$ cat src/rtl/dds_voice_ctrl.sv
// rtl/dds_voice_ctrl.sv - shadow/active register file, frame-aligned commit and voice output scanner for the 4-voice DDS core
// Optional per-voice mute selected by `define DDS_CTRL_MUTE_EN.
module dds_voice_ctrl #(
    parameter int SW       = 3,
    parameter int OW       = 12,
    parameter int SLOT_CYC = 4
) (
    input  logic            clk,
    input  logic            rst_n,
    input  logic            wr_en,
    input  logic [3:0]      wr_addr,
    input  logic [7:0]      wr_data,
    input  logic            commit,
    output logic            commit_pending,
    output logic [63:0]     tuning_w,
    output logic [4*SW-1:0] sel_out,
    input  logic [4*OW-1:0] voice_in,
    output logic [OW-1:0]   mux_out,
    output logic [1:0]      mux_voice,
    output logic            frame
);
    localparam int CW = (SLOT_CYC > 2) ? $clog2(SLOT_CYC) : 1;
    localparam logic [CW-1:0] CNT_LAST = CW'(SLOT_CYC - 1);

    logic [CW-1:0]   cnt;
    logic [1:0]      voice;
    logic [1:0]      voice_nxt;
    logic            slot_edge;
    logic            load;
    logic [OW-1:0]   sample;
    logic [63:0]     tw_sh;
    logic [4*SW-1:0] sel_sh;

    assign slot_edge = (cnt == CNT_LAST);
    assign voice_nxt = voice + 2'd1;
    assign frame     = (voice == 2'd0) && (cnt == '0);
    // The edge leaving voice 3 is the edge that raises frame, so the load lands with it.
    assign load      = slot_edge && (voice == 2'd3) && commit_pending;

`ifdef DDS_CTRL_MUTE_EN
    localparam logic [OW-1:0] MIDSCALE = {1'b1, {(OW-1){1'b0}}};
    logic [3:0] mute_sh;
    logic [3:0] mute_act;

    assign sample = mute_act[voice_nxt] ? MIDSCALE : voice_in[int'(voice_nxt)*OW +: OW];

    always_ff @(posedge clk or negedge rst_n) begin
        if (!rst_n) begin
            mute_act <= '0;
        end else if (load) begin
            mute_act <= mute_sh;
        end
    end
`else
    assign sample = voice_in[int'(voice_nxt)*OW +: OW];
`endif

    always_ff @(posedge clk or negedge rst_n) begin
        if (!rst_n) begin
            cnt       <= '0;
            voice     <= 2'd0;
            mux_out   <= '0;
            mux_voice <= 2'd0;
        end else if (slot_edge) begin
            cnt       <= '0;
            voice     <= voice_nxt;
            mux_out   <= sample;
            mux_voice <= voice_nxt;
        end else begin
            cnt <= cnt + CW'(1);
        end
    end

    always_ff @(posedge clk or negedge rst_n) begin
        if (!rst_n) begin
            tw_sh  <= '0;
            sel_sh <= '0;
`ifdef DDS_CTRL_MUTE_EN
            mute_sh <= '0;
`endif
        end else if (wr_en) begin
            case (wr_addr[1:0])
                2'd0:    tw_sh[{wr_addr[3:2], 4'b0000} +: 8] <= wr_data;
                2'd1:    tw_sh[{wr_addr[3:2], 4'b1000} +: 8] <= wr_data;
                2'd2:    sel_sh[int'(wr_addr[3:2])*SW +: SW] <= wr_data[SW-1:0];
`ifdef DDS_CTRL_MUTE_EN
                default: mute_sh[wr_addr[3:2]] <= wr_data[0];
`else
                default: ;
`endif
            endcase
        end
    end

    // Load wins over a coincident commit, so a re-request while armed never double-loads.
    always_ff @(posedge clk or negedge rst_n) begin
        if (!rst_n) begin
            commit_pending <= 1'b0;
            tuning_w       <= '0;
            sel_out        <= '0;
        end else if (load) begin
            commit_pending <= 1'b0;
            tuning_w       <= tw_sh;
            sel_out        <= sel_sh;
        end else if (commit) begin
            commit_pending <= 1'b1;
        end
    end
endmodule

$ cat config.mk
export PLATFORM = sky130hd
export DESIGN_NAME = dds_voice_ctrl
export DESIGN_NICKNAME = d
export VERILOG_FILES = /design/src/rtl/dds_voice_ctrl.sv
export SDC_FILE = /design/constraint.sdc
export NUM_CORES = 1
export LEC_CHECK = 0
export CORE_ASPECT_RATIO = 0.8
export CORE_MARGIN = 4
export CORE_UTILIZATION = 35
export CTS_BUF_LIST = sky130_fd_sc_hd__clkbuf_4
export DETAILED_ROUTE_END_ITERATION = 8
export SLEW_MARGIN = 20
export SYNTH_ARGS = -nofsm -noshare
export SYNTH_HDL_FRONTEND = slang
export SYNTH_SLANG_ARGS = --single-unit
$ cat constraint.sdc
create_clock -name clk -period 4.57 [get_ports clk]
set_input_delay 0.457 -clock clk [delete_from_list [all_inputs] [get_ports clk]]
set_output_delay 0.457 -clock clk [all_outputs]
set_load 0.01 [all_outputs]
==> run_results.csv, run 1 <==
group,metric,value,unit
outcome,status,"finished clean",
place,numPortBuffers,155,
detailed_routing,via_count,4783,
global_route,overflow,0,
worst_setup_path,worst-path-buf-inv,3,
synthesis,synth_top_area_share,60.08,%
detailed_routing,routedWlPerCell,18.48,µm
timing,rsz0062_at_grt,"false",
clocking,cts_tree,"built",
worst_setup_path,ff2ff_setup_slack,2.08,ns
worst_setup_path,crit_arrival,2.20,ns
synthesis,synth_fp_nets,628,
pwr,p_leak,4.051,nW
global_route,antenna_found_initial,0,
synthesis,netlist_area,7039,µm²
floorplan,start_util,35.55,%
worst_setup_path,critical_path.top_delay_family,"buffers and inverters",
timing,finalHoldViolations,0,
synthesis,yosysWarningCount,0,
clocking,clock_path_buffers,2,
pwr,internal-power,2.281,mW
worst_setup_path,worstPathMaxFanout,27,
global_route,grt_max_degree,108,
worst_setup_path,worstSetupPathType,"register to output port",
detailed_routing,dr.pass1.iters,4,
worst_setup_path,critPathMaxStageDelay,0.47,ns
detailed_routing,drc,0,
synthesis,async_flop_share,100.0,%
pwr,netSwitchingPower,0.7842,mW
synthesis,synth_area_leaders,"dfrtp_1 60%, mux2_2 14%, nand2_1 5.0%",
worst_setup_path,rr_worst_depth,4,
timing,setup_violations,0,
clocking,cts_sinks,169,
finish,area_growth,29.31,%
clocking,cts_hold_buf,0,
synthesis,synth_edf_count,0,
timing,max_freq,375.9,MHz
clocking,clk_pin_slew_worst_paths,0.14,ns
detailed_routing,drtAntennaViolNets,0,
floorplan,die_x,166.6,µm
floorplan,dieArea,22460,µm²
pwr,power_frac_seq,54.7,%
global_route,grt_pass1_wl,28350,µm
job,cap_violations,0,
worst_setup_path,critPathLaunchType,"register",
finish,fin_nets,769,
timing,finalMaxSlewViolations,0,
floorplan,fp.dieH,134.8,µm
clocking,cts-root-buf,"clkbuf_4",
timing,post-route-min-period,2.660,ns
worst_setup_path,worst_setup_path_end_kind,"output port",
timing,tightest_slew,0.9671,ns
finish,mostFrequentLayoutCell,"dfrtp_1",
detailed_routing,wl,17980,µm
pwr,ir_worst_vdd,0.1670,mV
synthesis,yosysTopAreaCell,"dfrtp_1",
pwr,p_per_area,336.7,nW/µm²
floorplan,design.core.area,19800,µm²
floorplan,pin_count,156,
synthesis,ys.flop_type,"dfrtp_1",
synthesis,yosys_register_bits,169,
floorplan,rows,46,
clocking,cts_buffers,17,
global_route,track_usage,16.19,%
min_path,hold_class,"input pin to async pin",
finish,drive_above_1_share,19.32,%
pwr,swShare,25.58,%
timing,relSlewSlack,35.52,%
pwr,power_frac_comb,13.5,%
detailed_routing,viasPerCell,4.916,
pwr,p_clk_share,31.8,%
synthesis,synth_cell_types,35,
global_route,grt_pass1_vias,4999,
place,gp_congestion,0.8019,
place,hpwl,13010,µm
synthesis,ys_seq_area_share,60.08,%
clocking,clk_latency,0.55,ns
worst_setup_path,crit_required,4.11,ns
worst_setup_path,cpMaxStageDelayCell,"clkdlybuf4s50_1",
worst_setup_path,cp_num_cells,5,
clocking,post_cts_buffers,0,
timing,fin_skew,0.01724,ns
timing,final.setup.tns,0,ns
synthesis,synth_cells,555,
timing,finalCritPeriodShare,58.21,%
clocking,cts.repair.resized,0,
synthesis,syn_area_per_cell,12.68,µm²
detailed_routing,drtIter0Drc,298,
finish,diodes,0,
finish,final_cell_mix,"169 x dfrtp_1, 154 x clkdlybuf4s50_1, 94 x nand2_1",
worst_setup_path,path_cells,"buf_4 -> inv_1 -> ha_1 -> and2_1 -> clkdlybuf4s50_1",
pwr,p_total,3.065,mW
clocking,htree_levels,4,
-- synthesized netlist by cell type, types with 2 or more instances --
cell type,n
nor3_2,3
o21ai_0,31
or3_4,2
clkbuf_1,8
a22o_1,20
mux2i_1,12
nand4bb_1,4
nor2b_1,9
buf_1,2
mux2_2,88
buf_4,2
o31ai_1,18
o21ai_1,5
nand2b_1,2
o221ai_1,6
ha_1,9
buf_6,5
nor2_1,2
a21oi_1,6
o21ai_2,6
buf_2,14
nand2_1,94
o41ai_1,3
clkbuf_2,6
and2_1,2
dfrtp_1,169
inv_1,12
nand4b_1,8
-- stage by stage --
step	instance area [µm²]	hold slack, ns	utilization [%]	cells	worst slack (ns)
4_1_cts	9075	0.01421	45.84	972	1.680
6_report	9102	0.0005447	45.97	973	1.910
3_3_place_gp	8743	0.4372	44.16	940	1.515
3_5_place_dp	8743	0.4503	44.16	940	1.336
5_1_grt	9102	0.03386	45.97	973	1.734
2_1_floorplan	7039	0.1614	-	555	2.557
-- cells by family after synthesis --
logic type	synth area share, %
flip-flops	60.08
AO/OA/AOI/OAI	9.367
buffers and inverters	3.608
XOR/XNOR	0.1244
AND/OR/NAND/NOR	9.438
multiplexers	15.78
adder cells (fa/ha/maj)	1.600
-- final cells by class --
type	instances	area, µm²
multi-input cells	337	2564
fillers	1841	10700
repair buffers	159	1603
clock inverters	14	196.4
clock buffers	18	135.1
flip-flops and latches	169	4229
inverters	12	45.04
well taps	264	330.3
-- worst register-to-register path: cells and delay by family (launching register included) --
kind,cells,cell delay (ns)
buffers and inverters,1,0.40
muxes,1,0.33
DFF,1,0.40
and+or+nand+nor,1,0.59
adders and majority gates,1,0.66
-- state kept, by name, summed over array words and instances (netlist names) --
signal / flops
voice: 2
tuning_w: 64
commit_pending: 1
sel_out: 12
cnt: 2
tw_sh: 64
sel_sh: 12
mux_out: 12
-- routing by layer --
metal,routed length (µm),GRT usage [%],up-vias
li1,-,-,2244
met1,8445,22.80,2401
met2,8257,25.17,121
met3,1051,4.478,17
met4,222,3.907,0
met5,0,0,-
-- path summary, 6_finish.rpt --
| check | from | end |
|---|---|---|
| setup / recovery | voice[0] | frame |
| hold / removal | rst_n | tw_sh[7] |
| setup reg to reg | cnt[0] | tuning_w[32] |
| hold reg to reg | cnt[0] | cnt[0] |
| max in group asynchronous | rst_n | tuning_w[47] |
| min in group clk | cnt[0] | cnt[0] |
-- power groups by stage --
stage	registers [mW]	clock network [mW]	logic, mW
after CTS	1.68	1.00	0.422
after global placement	1.70	0	0.409
final	1.68	0.975	0.414
after floorplan	1.71	0	0.145
after detailed placement	1.71	0	0.420
after global routing	1.69	1.06	0.452
Power figures use the tool's default switching activity.
==> run 2: changes to the inputs <==
==> constraint.sdc (replaced) <==
create_clock -name clk -period 2.5 [get_ports clk]
set_input_delay 0.25 -clock clk [delete_from_list [all_inputs] [get_ports clk]]
set_output_delay 0.25 -clock clk [all_outputs]
set_load 0.01 [all_outputs]
==> run 2 against run 1 <==
Compared with the run above: total power increased by 83%; sequential power grew 83%; sequential share of layout area decreased by 0.65 points; register-to-register slack worse by 1.3 ns; die area unchanged; global-route usage is essentially flat; worst hold slack better by 0.19 ns; combinational power up 86%; critical endpoint is now mux_voice[0]; highest routed layer unchanged.
==> run_results.csv, run 2 (synthesis gave the netlist of run 1 again) <==
group,metric,value,unit
clocking,cts_sinks,169,
global_route,track_usage,16.15,%
finish,final_cell_mix,"169 x dfrtp_1, 154 x clkdlybuf4s50_1, 94 x nand2_1",
timing,finalMaxSlewViolations,0,
floorplan,fp.dieH,134.8,µm
worst_setup_path,worstSetupPathType,"register to output port",
clocking,htree_levels,4,
worst_setup_path,crit_start,"voice[0]",
detailed_routing,drc,0,
min_path,hold_class,"input pin to async pin",
outcome,status,"finished clean",
place,numPortBuffers,155,
global_route,antenna_found_initial,0,
timing,fin_skew,0.02305,ns
detailed_routing,drtIter0Drc,356,
clocking,cts_hold_buf,1,
timing,fin_ws,0.3176,ns
worst_setup_path,path_cells,"buf_4 -> clkdlybuf4s50_1",
worst_setup_path,crit_arrival,1.93,ns
timing,final.setup.tns,0,ns
detailed_routing,via_count,4822,
pwr,p_total,5.622,mW
finish,area_growth,31.16,%
global_route,grt_max_degree,78,
global_route,grt_pass1_wl,28570,µm
floorplan,die_x,166.6,µm
place,placed_area,8891,µm²
pwr,ir_worst_vdd,0.3928,mV
timing,post-route-min-period,2.182,ns
pwr,p_leak,4.141,nW
clocking,cts-root-buf,"clkbuf_4",
detailed_routing,drtAntennaViolNets,0,
worst_setup_path,critPathLaunchType,"register",
worst_setup_path,ff2ff_setup_slack,0.74,ns
clocking,cts_buffers,17,
finish,fin_nets,787,
worst_setup_path,worst_setup_path_end_kind,"output port",
pwr,p_per_area,608.9,nW/µm²
worst_setup_path,crit_required,2.25,ns
global_route,overflow,0,
timing,tightest_slew,0.6665,ns
finish,reg_top3,"tuning_w x64, tw_sh x64",
worst_setup_path,endpoint,"mux_voice[0]",
place,post-place-ws,0.3424,ns
timing,finalHoldViolations,0,
detailed_routing,viasPerCell,4.866,
worst_setup_path,critPathMaxStageDelay,0.62,ns
worst_setup_path,rr_worst_depth,4,
clocking,clk_pin_slew_worst_paths,0.14,ns
timing,relSlewSlack,55.42,%
clocking,post_cts_buffers,0,
floorplan,start_util,35.55,%
worst_setup_path,reg2reg_from,"cnt[0]",
timing,finalCritPeriodShare,87.29,%
detailed_routing,dr.pass1.iters,5,
worst_setup_path,r2r-end,"tuning_w[30]",
finish,mostFrequentLayoutCell,"dfrtp_1",
floorplan,dieArea,22460,µm²
clocking,cts_tree,"built",
job,cap_violations,0,
finish,fillers,1809,
finish,diodes,0,
finish,fin_area,9233,µm²
floorplan,pin_count,156,
finish,drive_above_1_share,21.32,%
timing,max_freq,458.2,MHz
timing,rsz0062_at_grt,"false",
clocking,clock_path_buffers,2,
place,hpwl,13200,µm
worst_setup_path,worstPathMaxFanout,26,
place,gp_congestion,0.7893,
detailed_routing,wl,17790,µm
worst_setup_path,cpMaxStageDelayCell,"clkdlybuf4s50_1",
clocking,clk_latency,0.57,ns
global_route,grt_pass1_vias,5086,
clocking,cts.repair.resized,0,
floorplan,design.core.area,19800,µm²
floorplan,rows,46,
detailed_routing,routedWlPerCell,17.95,µm
finish,fin_util,46.63,%
timing,setup_violations,0,
run 2: cell types whose count changed in the layout (fill, tap and decap cells not counted), sizes merged:
| cell | before | now |
|---|---|---|
| buf | 5 | 22 |
| clkinv | 4 | 6 |
| clkinvlp | 3 | 1 |
| dlygate4sd3 | 0 | 1 |
run 2: critical path: cells and delay by family (launching register included):
kind,cells,cell delay (ns)
flops,1,0.40
buf+inv,2,0.98
run 2: metrics by stage:
step           hold WS, ns  cells
2_1_floorplan     -0.04559    555
3_3_place_gp        0.2368    958
3_5_place_dp        0.2428    958
4_1_cts             0.1906    991
5_1_grt             0.2101    991
6_report            0.1904    991
run 2: area by class of cell:
class / count / area [µm²] / area share (%)
clock buffers: 18 / 135.1 / 1.464
multi-input cells: 337 / 2564 / 27.77
repair buffers: 177 / 1733 / 18.77
clock inverters: 14 / 196.4 / 2.128
well taps: 264 / 330.3 / 3.578
inverters: 12 / 45.04 / 0.4879
flip-flops and latches: 169 / 4229 / 45.81
run 2: power breakdown:
part	total [mW]	internal [mW]	switching (mW)
combinational	0.770	0.430	0.340
clock	1.79	0.816	0.970
sequential	3.07	2.94	0.128
run 2: per-layer routing:
metal / up-vias / global-route usage (%) / part of all wire (%)
met2: 104 / 25.42 / 46
met1: 2427 / 22.72 / 48
met3: 14 / 4.478 / 4.7
li1: 2277 / - / -
met4: 0 / 3.271 / 1.0
met5: - / 0 / 0
run 2: how the worst min path moves through the flow:
stage / to / slack, ns / depth (start not counted)
2_1_floorplan: cnt[0] / -0.05 / 0
3_3_place_gp: tuning_w[11] / 0.24 / 1
3_5_place_dp: tuning_w[13] / 0.24 / 1
4_1_cts: tuning_w[13] / 0.19 / 2
5_1_grt: tuning_w[13] / 0.21 / 2
6_report: tuning_w[13] / 0.19 / 2
